**config.mk**
```make
export PLATFORM = sky130hd
export DESIGN_NAME = sequence_controller_flat
export DESIGN_NICKNAME = d
export VERILOG_FILES = /design/src/rtl/sequence_controller_if.sv /design/src/rtl/sequence_controller.sv /design/src/flat_wrapper.sv
export SDC_FILE = /design/constraint.sdc
export NUM_CORES = 1
export LEC_CHECK = 0
export ABC_AREA = 1
export CELL_PAD_IN_SITES_DETAIL_PLACEMENT = 1
export CELL_PAD_IN_SITES_GLOBAL_PLACEMENT = 1
export CORE_MARGIN = 8
export CORE_UTILIZATION = 27
export CTS_CLUSTER_DIAMETER = 40
export CTS_CLUSTER_SIZE = 12
export DETAILED_ROUTE_END_ITERATION = 6
export PLACE_DENSITY = 0.89
export SLEW_MARGIN = 20
export SYNTH_ARGS = -nofsm -noshare
export SYNTH_HDL_FRONTEND = slang
export SYNTH_SLANG_ARGS = --single-unit
```
**constraint.sdc**
```tcl
create_clock -name clk -period 1.42 [get_ports clk]
set_input_delay 0.284 -clock clk [delete_from_list [all_inputs] [get_ports clk]]
set_output_delay 0.284 -clock clk [all_outputs]
set_load 0.05 [all_outputs]
```
**src/rtl/sequence_controller_if.sv**
```systemverilog
// Control bundle between the sequence controller and the CPU datapath.
// master: the controller side; slave: the datapath side.
interface sequence_controller_if;
  logic [2:0] opcode;
  logic       zero;
  logic       sel;
  logic       rd;
  logic       ld_ir;
  logic       inc_pc;
  logic       ld_pc;
  logic       ld_ac;
  logic       wr;
  logic       data_e;
  logic       halt;
  logic [2:0] phase;

  modport master (
    input  opcode, zero,
    output sel, rd, ld_ir, inc_pc, ld_pc, ld_ac, wr, data_e, halt, phase
  );

  modport slave (
    output opcode, zero,
    input  sel, rd, ld_ir, inc_pc, ld_pc, ld_ac, wr, data_e, halt, phase
  );
endinterface

```
**src/rtl/sequence_controller.sv**
```systemverilog
// Eight-phase instruction sequencer for a simple accumulator CPU.
// The opcode is captured once per instruction (in IDLE) and all later
// phases decode only that captured copy. HLT parks the machine in HALTED.
module sequence_controller (
  input  logic                         clk,
  input  logic                         reset,
  sequence_controller_if.master        bus
);

  typedef enum logic [3:0] {
    StInstAddr  = 4'd0,
    StInstFetch = 4'd1,
    StInstLoad  = 4'd2,
    StIdle      = 4'd3,
    StOpAddr    = 4'd4,
    StOpFetch   = 4'd5,
    StAluOp     = 4'd6,
    StStore     = 4'd7,
    StHalted    = 4'd8
  } state_e;

  localparam logic [2:0] OpHlt = 3'b000;
  localparam logic [2:0] OpSkz = 3'b001;
  localparam logic [2:0] OpAdd = 3'b010;
  localparam logic [2:0] OpAnd = 3'b011;
  localparam logic [2:0] OpXor = 3'b100;
  localparam logic [2:0] OpLda = 3'b101;
  localparam logic [2:0] OpSto = 3'b110;
  localparam logic [2:0] OpJmp = 3'b111;

  state_e     state_q, state_d;
  logic [2:0] op_q, op_d;
  logic       aluop;

  assign aluop = (op_q == OpAdd) || (op_q == OpAnd) || (op_q == OpXor) || (op_q == OpLda);

  // State and captured opcode; synchronous active-low reset has priority.
  always_ff @(posedge clk) begin
    if (!reset) begin
      state_q <= StInstAddr;
      op_q    <= OpHlt;
    end else begin
      state_q <= state_d;
      op_q    <= op_d;
    end
  end

  // Next-state: one phase per clock, opcode latched only in IDLE.
  always_comb begin
    state_d = state_q;
    op_d    = op_q;
    unique case (state_q)
      StInstAddr:  state_d = StInstFetch;
      StInstFetch: state_d = StInstLoad;
      StInstLoad:  state_d = StIdle;
      StIdle: begin
        op_d    = bus.opcode;
        state_d = StOpAddr;
      end
      StOpAddr:    state_d = (op_q == OpHlt) ? StHalted : StOpFetch;
      StOpFetch:   state_d = StAluOp;
      StAluOp:     state_d = StStore;
      StStore:     state_d = StInstAddr;
      StHalted:    state_d = StHalted;
      default:     state_d = StInstAddr;
    endcase
  end

  // Output decode from state, captured opcode and zero flag.
  always_comb begin
    bus.sel    = 1'b0;
    bus.rd     = 1'b0;
    bus.ld_ir  = 1'b0;
    bus.inc_pc = 1'b0;
    bus.ld_pc  = 1'b0;
    bus.ld_ac  = 1'b0;
    bus.wr     = 1'b0;
    bus.data_e = 1'b0;
    bus.halt   = 1'b0;
    bus.phase  = state_q[2:0];
    unique case (state_q)
      StInstAddr:  bus.sel = 1'b1;
      StInstFetch: begin
        bus.sel = 1'b1;
        bus.rd  = 1'b1;
      end
      StInstLoad, StIdle: begin
        bus.sel   = 1'b1;
        bus.rd    = 1'b1;
        bus.ld_ir = 1'b1;
      end
      StOpAddr:    bus.inc_pc = 1'b1;
      StOpFetch:   bus.rd = aluop;
      StAluOp: begin
        bus.rd     = aluop;
        bus.inc_pc = (op_q == OpSkz) && bus.zero;
        bus.ld_pc  = (op_q == OpJmp);
        bus.data_e = (op_q == OpSto);
      end
      StStore: begin
        bus.rd     = aluop;
        bus.ld_ac  = aluop;
        bus.ld_pc  = (op_q == OpJmp);
        bus.wr     = (op_q == OpSto);
        bus.data_e = (op_q == OpSto);
      end
      StHalted: begin
        bus.halt  = 1'b1;
        bus.phase = 3'd4;
      end
      default:     bus.sel = 1'b1;
    endcase
  end

endmodule

```
**src/flat_wrapper.sv**
```systemverilog
// flat-port wrapper written by rule: the top's interface ports become plain ports
module sequence_controller_flat 
  (clk, reset, bus_opcode, bus_zero, bus_sel, bus_rd, bus_ld_ir, bus_inc_pc, bus_ld_pc, bus_ld_ac, bus_wr, bus_data_e, bus_halt, bus_phase);
  sequence_controller_if bus_i ();
  input  logic clk;
  input  logic reset;
  input wire logic [$bits(bus_i.opcode)-1:0] bus_opcode;
  input wire logic [$bits(bus_i.zero)-1:0] bus_zero;
  output wire logic [$bits(bus_i.sel)-1:0] bus_sel;
  output wire logic [$bits(bus_i.rd)-1:0] bus_rd;
  output wire logic [$bits(bus_i.ld_ir)-1:0] bus_ld_ir;
  output wire logic [$bits(bus_i.inc_pc)-1:0] bus_inc_pc;
  output wire logic [$bits(bus_i.ld_pc)-1:0] bus_ld_pc;
  output wire logic [$bits(bus_i.ld_ac)-1:0] bus_ld_ac;
  output wire logic [$bits(bus_i.wr)-1:0] bus_wr;
  output wire logic [$bits(bus_i.data_e)-1:0] bus_data_e;
  output wire logic [$bits(bus_i.halt)-1:0] bus_halt;
  output wire logic [$bits(bus_i.phase)-1:0] bus_phase;
  assign bus_i.opcode = bus_opcode;
  assign bus_i.zero = bus_zero;
  assign bus_sel = bus_i.sel;
  assign bus_rd = bus_i.rd;
  assign bus_ld_ir = bus_i.ld_ir;
  assign bus_inc_pc = bus_i.inc_pc;
  assign bus_ld_pc = bus_i.ld_pc;
  assign bus_ld_ac = bus_i.ld_ac;
  assign bus_wr = bus_i.wr;
  assign bus_data_e = bus_i.data_e;
  assign bus_halt = bus_i.halt;
  assign bus_phase = bus_i.phase;
  sequence_controller u_core (.clk(clk), .reset(reset), .bus(bus_i));
endmodule
```
==> out/metrics.yaml <==
worst_setup_path:
  critPathLaunchType: "flop"
  setup.worst_path.class: "reg -> out"
  end_kind: "output pin"
  path_max_fanout: 6
  crit_required_ns: 1.14
  cp_num_buf_inv: 1
  cp.arrival_ns: 1.30
  crit_family: "flip-flops"
  cp_slowest_stage_delay_ns: 0.38
  cp_cell_sequence: "nor2_4 -> nand3_2 -> o22ai_4 -> buf_12"
  cp_slowest_cell: "dfxtp_4"
power_and_ir_drop:
  power.density_mw_per_mm2: 823
  p_leak_nw: 0.461
  vdd_drop_max_mv: 0.658
global_route:
  antenna_found_initial: 0
  grt_max_degree: 8
  grt_pass1_wl_um: 3180
  overflow: 0
  grt_pass1_vias: 657
  grt_use_total: 0.149
clock_network:
  holdBufCountCts: 0
  cts_sinks: 7
  clk_latency_ns: 0.26
  cts_tree: "done"
  root_buffer: "clkbuf_4"
  cts_made_buffers: 3
  clk_pin_slew_worst_paths_ns: 0.06
  clk_path_buf_depth: 2
  ctsHtreeMaxLevel: 1
route:
  drc: 0
  wirelength_um: 2520
  ant_nets: 0
  first_pass_iters: 4
  vias_per_cell: 5.01
  vias: 596
  wl_per_cell_um: 21.2
  drtIter0Drc: 5
flow_run:
  cap_violations: 0
layout:
  diodes: 0
  area_growth_pct: 157
  fin_cells: 119
  nNetsFinal: 110
  layout-drive-gt1-share: 0.748
die:
  start_util: 0.281
  boundaryPins: 18
  coreArea_mm2: 0.00147
  die_w_um: 55.1
  rows: 14
  die_area_mm2: 0.00304
  die_y_um: 55.1
place:
  numPlacedInstances: 100
  dp_worst_setup_slack_ns: -0.0271
  place_congestion: 0.798
  dp.final_hpwl_um: 1230
  numPortBuffers: 17
sta:
  finalCriticalPeriod_ns: 1.58
  slew_viol_final: 0
  hold_slack_ns: 0.527
  period_share: 1.11
  hold_viol: 0
  setup_total_negative_slack_ns: -1.08
  fin_skew_ns: 0.00803
  timing.final.ws_setup_ns: -0.162
  max_slew.worst_pin.slew_ns: 0.419
  finalSetupViolations: 10
  max_slew_margin: 0.718
  fmax_ghz: 0.632
  rsz0062_at_grt: "true"
synthesis:
  ys_ff_latch: 7
  synth_ff_type: "dfxtp_1"
  synth_edf_count: 0
  synth_nets: 71
  synth_top_area_share: 0.339
  yosysWarnings: 0
  synthTopCellsByArea: "dfxtp_1 (34%), nand2_1 (10%), nand3_1 (8.5%)"
  synth_cell_types: 18
  yosysTopAreaCell: "dfxtp_1"
  yosysMostFrequentCell: "nand2_1"
  syn_avg_cell_area_um2: 6.35
  synth_common_cells: "nand2_1 (11), dfxtp_1 (7), inv_1 (7), nand3_1 (7), nor2_1 (6)"
  synth_area_um2: 413
  postSynthCellCount: 65
  yosysSeqAreaShare: 0.339
  synthArstFlopShare: 0
status:
  outcome: "finished with violations"
  violations: "negative setup slack"
min_path:
  hold_path_class: "reg -> reg"
[sequential cells by signal, indices dropped and copies added (netlist names)]
signal          flops
u_core.op_q         3
u_core.state_q      4
[layout by cell type (no fill, tap or decap), types with 4 or more instances in the layout]
cell             count
nand2_1              6
nand2_4              4
buf_12              12
inv_2                8
nand2_2              5
buf_4               17
nor2_4               7
a21oi_1              4
clkdlybuf4s50_1      5
dfxtp_4              4
[power by group]
part | switching (mW) | internal, mW | total, mW
combinational | 0.247 | 0.201 | 0.448
sequential | 0.0248 | 0.212 | 0.237
clock | 0.0817 | 0.108 | 0.189
total | 0.353 | 0.521 | 0.874
[per-layer routing]
metal  vias to the layer above  wire length (µm)  track usage
met5                         -                 0            0
met3                         8               113       0.0294
li1                        280                 -            -
met1                       291               971        0.164
met4                         0               112       0.0840
met2                        17              1320        0.259
[path summary, 6_finish.rpt]
| kind | start | endpoint | slack, ns | cells past startpoint |
|---|---|---|---|---|
| hold reg to reg | u_core.op_q[1] | u_core.op_q[1] | 0.53 | 2 |
| setup / recovery | u_core.state_q[3] | bus_inc_pc | -0.16 | 4 |
| hold / removal | u_core.op_q[1] | u_core.op_q[1] | 0.53 | 2 |
| setup reg to reg | u_core.state_q[3] | u_core.state_q[0] | 0.12 | 7 |
[through the flow]
| stage | utilization | power, mW | area (µm²) |
|---|---|---|---|
| after floorplan | - | 0.397 | 437 |
| after global placement | 0.523 | 0.544 | 769 |
| after detailed placement | 0.523 | 0.555 | 769 |
| after CTS | 0.652 | 0.812 | 960 |
| after global routing | 0.722 | 0.909 | 1060 |
| final | 0.722 | 0.874 | 1060 |
[cell type report]
cell class,count,area (µm²)
Sequential cell,7,158
Fill cell,151,409
Clock buffer,4,26.3
Tap cell,16,20.0
Multi-Input combinational cell,43,359
Inverter,13,58.8
Timing Repair Buffer,36,440
[worst register-to-register path, cell delays in order (launching register included)]
cell	delay (ns)
dfxtp_4	0.38
nor2_4	0.21
nand2_4	0.10
buf_4	0.14
buf_4	0.12
nand2_1	0.08
nand2_1	0.09
a21oi_2	0.12
[what timing repair did]
item	4_1_cts	5_1_grt
gates resized for setup	34	14
endpoints found under the setup margin	10	10
pin swaps	11	10
buffers inserted	9	6
[cells by family (layout without fill, tap and decap cells)]
group,count (synthesis),after routing,share of synthesized area
flip-flops,7,7,0.339
AO/OA/AOI/OAI,10,10,0.139
buffers and inverters,15,53,0.136
AND/OR/NAND/NOR,33,33,0.385
(Power assumes the default switching activity.)
==> patch, RTL diff (config.mk and constraints unchanged) <==
Reset style: asynchronous (`reset`), changed in one clocked block. Comments in the files are not updated.
--- a/src/rtl/sequence_controller.sv
+++ b/src/rtl/sequence_controller.sv
@@ -35,7 +35,7 @@
   assign aluop = (op_q == OpAdd) || (op_q == OpAnd) || (op_q == OpXor) || (op_q == OpLda);
 
   // State and captured opcode; synchronous active-low reset has priority.
-  always_ff @(posedge clk) begin
+  always_ff @(posedge clk or negedge reset) begin
     if (!reset) begin
       state_q <= StInstAddr;
       op_q    <= OpHlt;
Function: differs if reset is asserted again (counterexample within 4 cycles, from zero or initial values and one cycle with reset low); with reset held inactive, the same outputs for 10 cycles.
==> patch against the original RTL <==
- the run still ends with negative setup slack left
- wire length is 16% lower
- area after synthesis is 5.8% higher
- synthesized cell count is 1.5% higher
- worst hold slack worse by 0.24 ns
- cell area is 4.4% lower
- worst setup slack worse by 0.052 ns
- sequential cell count stayed put
- register-to-register slack better by 0.15 ns
Power is left out: it rests on default switching activity, and per cell area and clock period it moved more than threefold.
==> patch: results (changes against the original RTL) <==
[outcome]
status = finished with violations  ; unchanged
violations = negative setup slack  ; unchanged

[finish]
layout-drive-gt1-share = 0.6635  ; was 0.7476
post-route-util = 0.6744  ; was 0.7219
regArea_um2 = 181.4  ; was 157.7 um2
final_cells = 120  ; was 119
clk_share = 0.02586  ; was 0.02473
buf_share = 0.4249  ; was 0.4146
multi_input_gates = 48  ; was 43
nets = 111  ; was 110
multiInputGateArea_um2 = 322.8  ; was 359.1 um2

[grt]
track_usage = 0.1292  ; was 0.1488
grt_pass1_vias = 703  ; was 657
grt_pass1_wl_mm = 3.360  ; was 3.180 mm

[place]
dp_hpwl_mm = 1.257  ; was 1.233 mm
place_congestion = 0.7636  ; was 0.7975
place_ws_ns = -0.08676  ; was -0.02706 ns
dpl.cell_count = 102  ; was 100

[worst_setup_path]
slowest_delay_ns = 0.45  ; was 0.38 ns
slowest_stage = dfrtp_2  ; was dfxtp_4

[synth]
synth.area.top_cells = dfrtp_1 (40%), nand2_1 (19%), nor2_1 (8.6%), nand3_1 (6.9%), inv_1 (4.3%)  ; was dfxtp_1 (34%), nand2_1 (10%), nand3_1 (8.5%), inv_1 (6.4%), nand2_2 (6.1%)
postSynth.asyncResetShare = 1.000  ; was 0
synth_fp_nets = 72  ; was 71
synthTopCellsByCount = nand2_1 (22), nor2_1 (10), dfrtp_1 (7)  ; was nand2_1 (11), dfxtp_1 (7), inv_1 (7), nand3_1 (7), nor2_1 (6)
yosysUniqueCellTypes = 14  ; was 18
synth_compound_area_frac = 0.02292  ; was 0.1394
ys_seq_area_frac = 0.4011  ; was 0.3394
avgSynthCellArea_um2 = 6.616  ; was 6.352 um2

[worst_hold_path]
worstHoldPathType = primary input to async pin  ; was register to register

[timing]
setup_slack_ns = -0.2146  ; was -0.1624 ns
setup-tns-final_ns = -1.603  ; was -1.084 ns
fin_worst_skew_ns = 0.005351  ; was 0.008032 ns
setup_violations = 11  ; was 10
slew_headroom = 0.7872  ; was 0.7183

[drt]
avgViaCountPerCell = 4.808  ; was 5.008
post_drt_wl_per_cell_um = 17.60  ; was 21.15 um

[patch: cell count changes after synthesis, moves of 3 or more]
cell	before	now
dfrtp_1	0	7
dfxtp_1	7	0
a21oi_1	4	1
nand2_1	11	22
nor2_1	6	10
[patch: final timing paths]
check	startpoint	slack (ns)	cells after the start	to
max	u_core.state_q[0]	-0.21	6	bus_inc_pc
min	reset	0.28	1	u_core.state_q[2]
max reg2reg	u_core.state_q[0]	0.27	6	u_core.state_q[0]
min reg2reg	u_core.op_q[0]	0.62	2	u_core.op_q[0]
max in group asynchronous	reset	0.87	1	u_core.op_q[0]
min in group clk	bus_opcode[2]	0.59	3	u_core.op_q[2]
[patch: repair_timing]
action | CTS | global route
pin swaps | 10 | 6
setup buffers | 12 | 2
endpoints found under the hold margin | 0 | 0
resized for setup | 22 | 9
setup endpoints to repair | 10 | 10
[patch: layer usage]
layer  GRT usage  up-vias  wire length [um]
met2      0.2409       19              1144
met5           0        -                 0
met4     0.03436        0                41
met1      0.1368      274               831
met3     0.03425        5                94
li1            -      279                 -
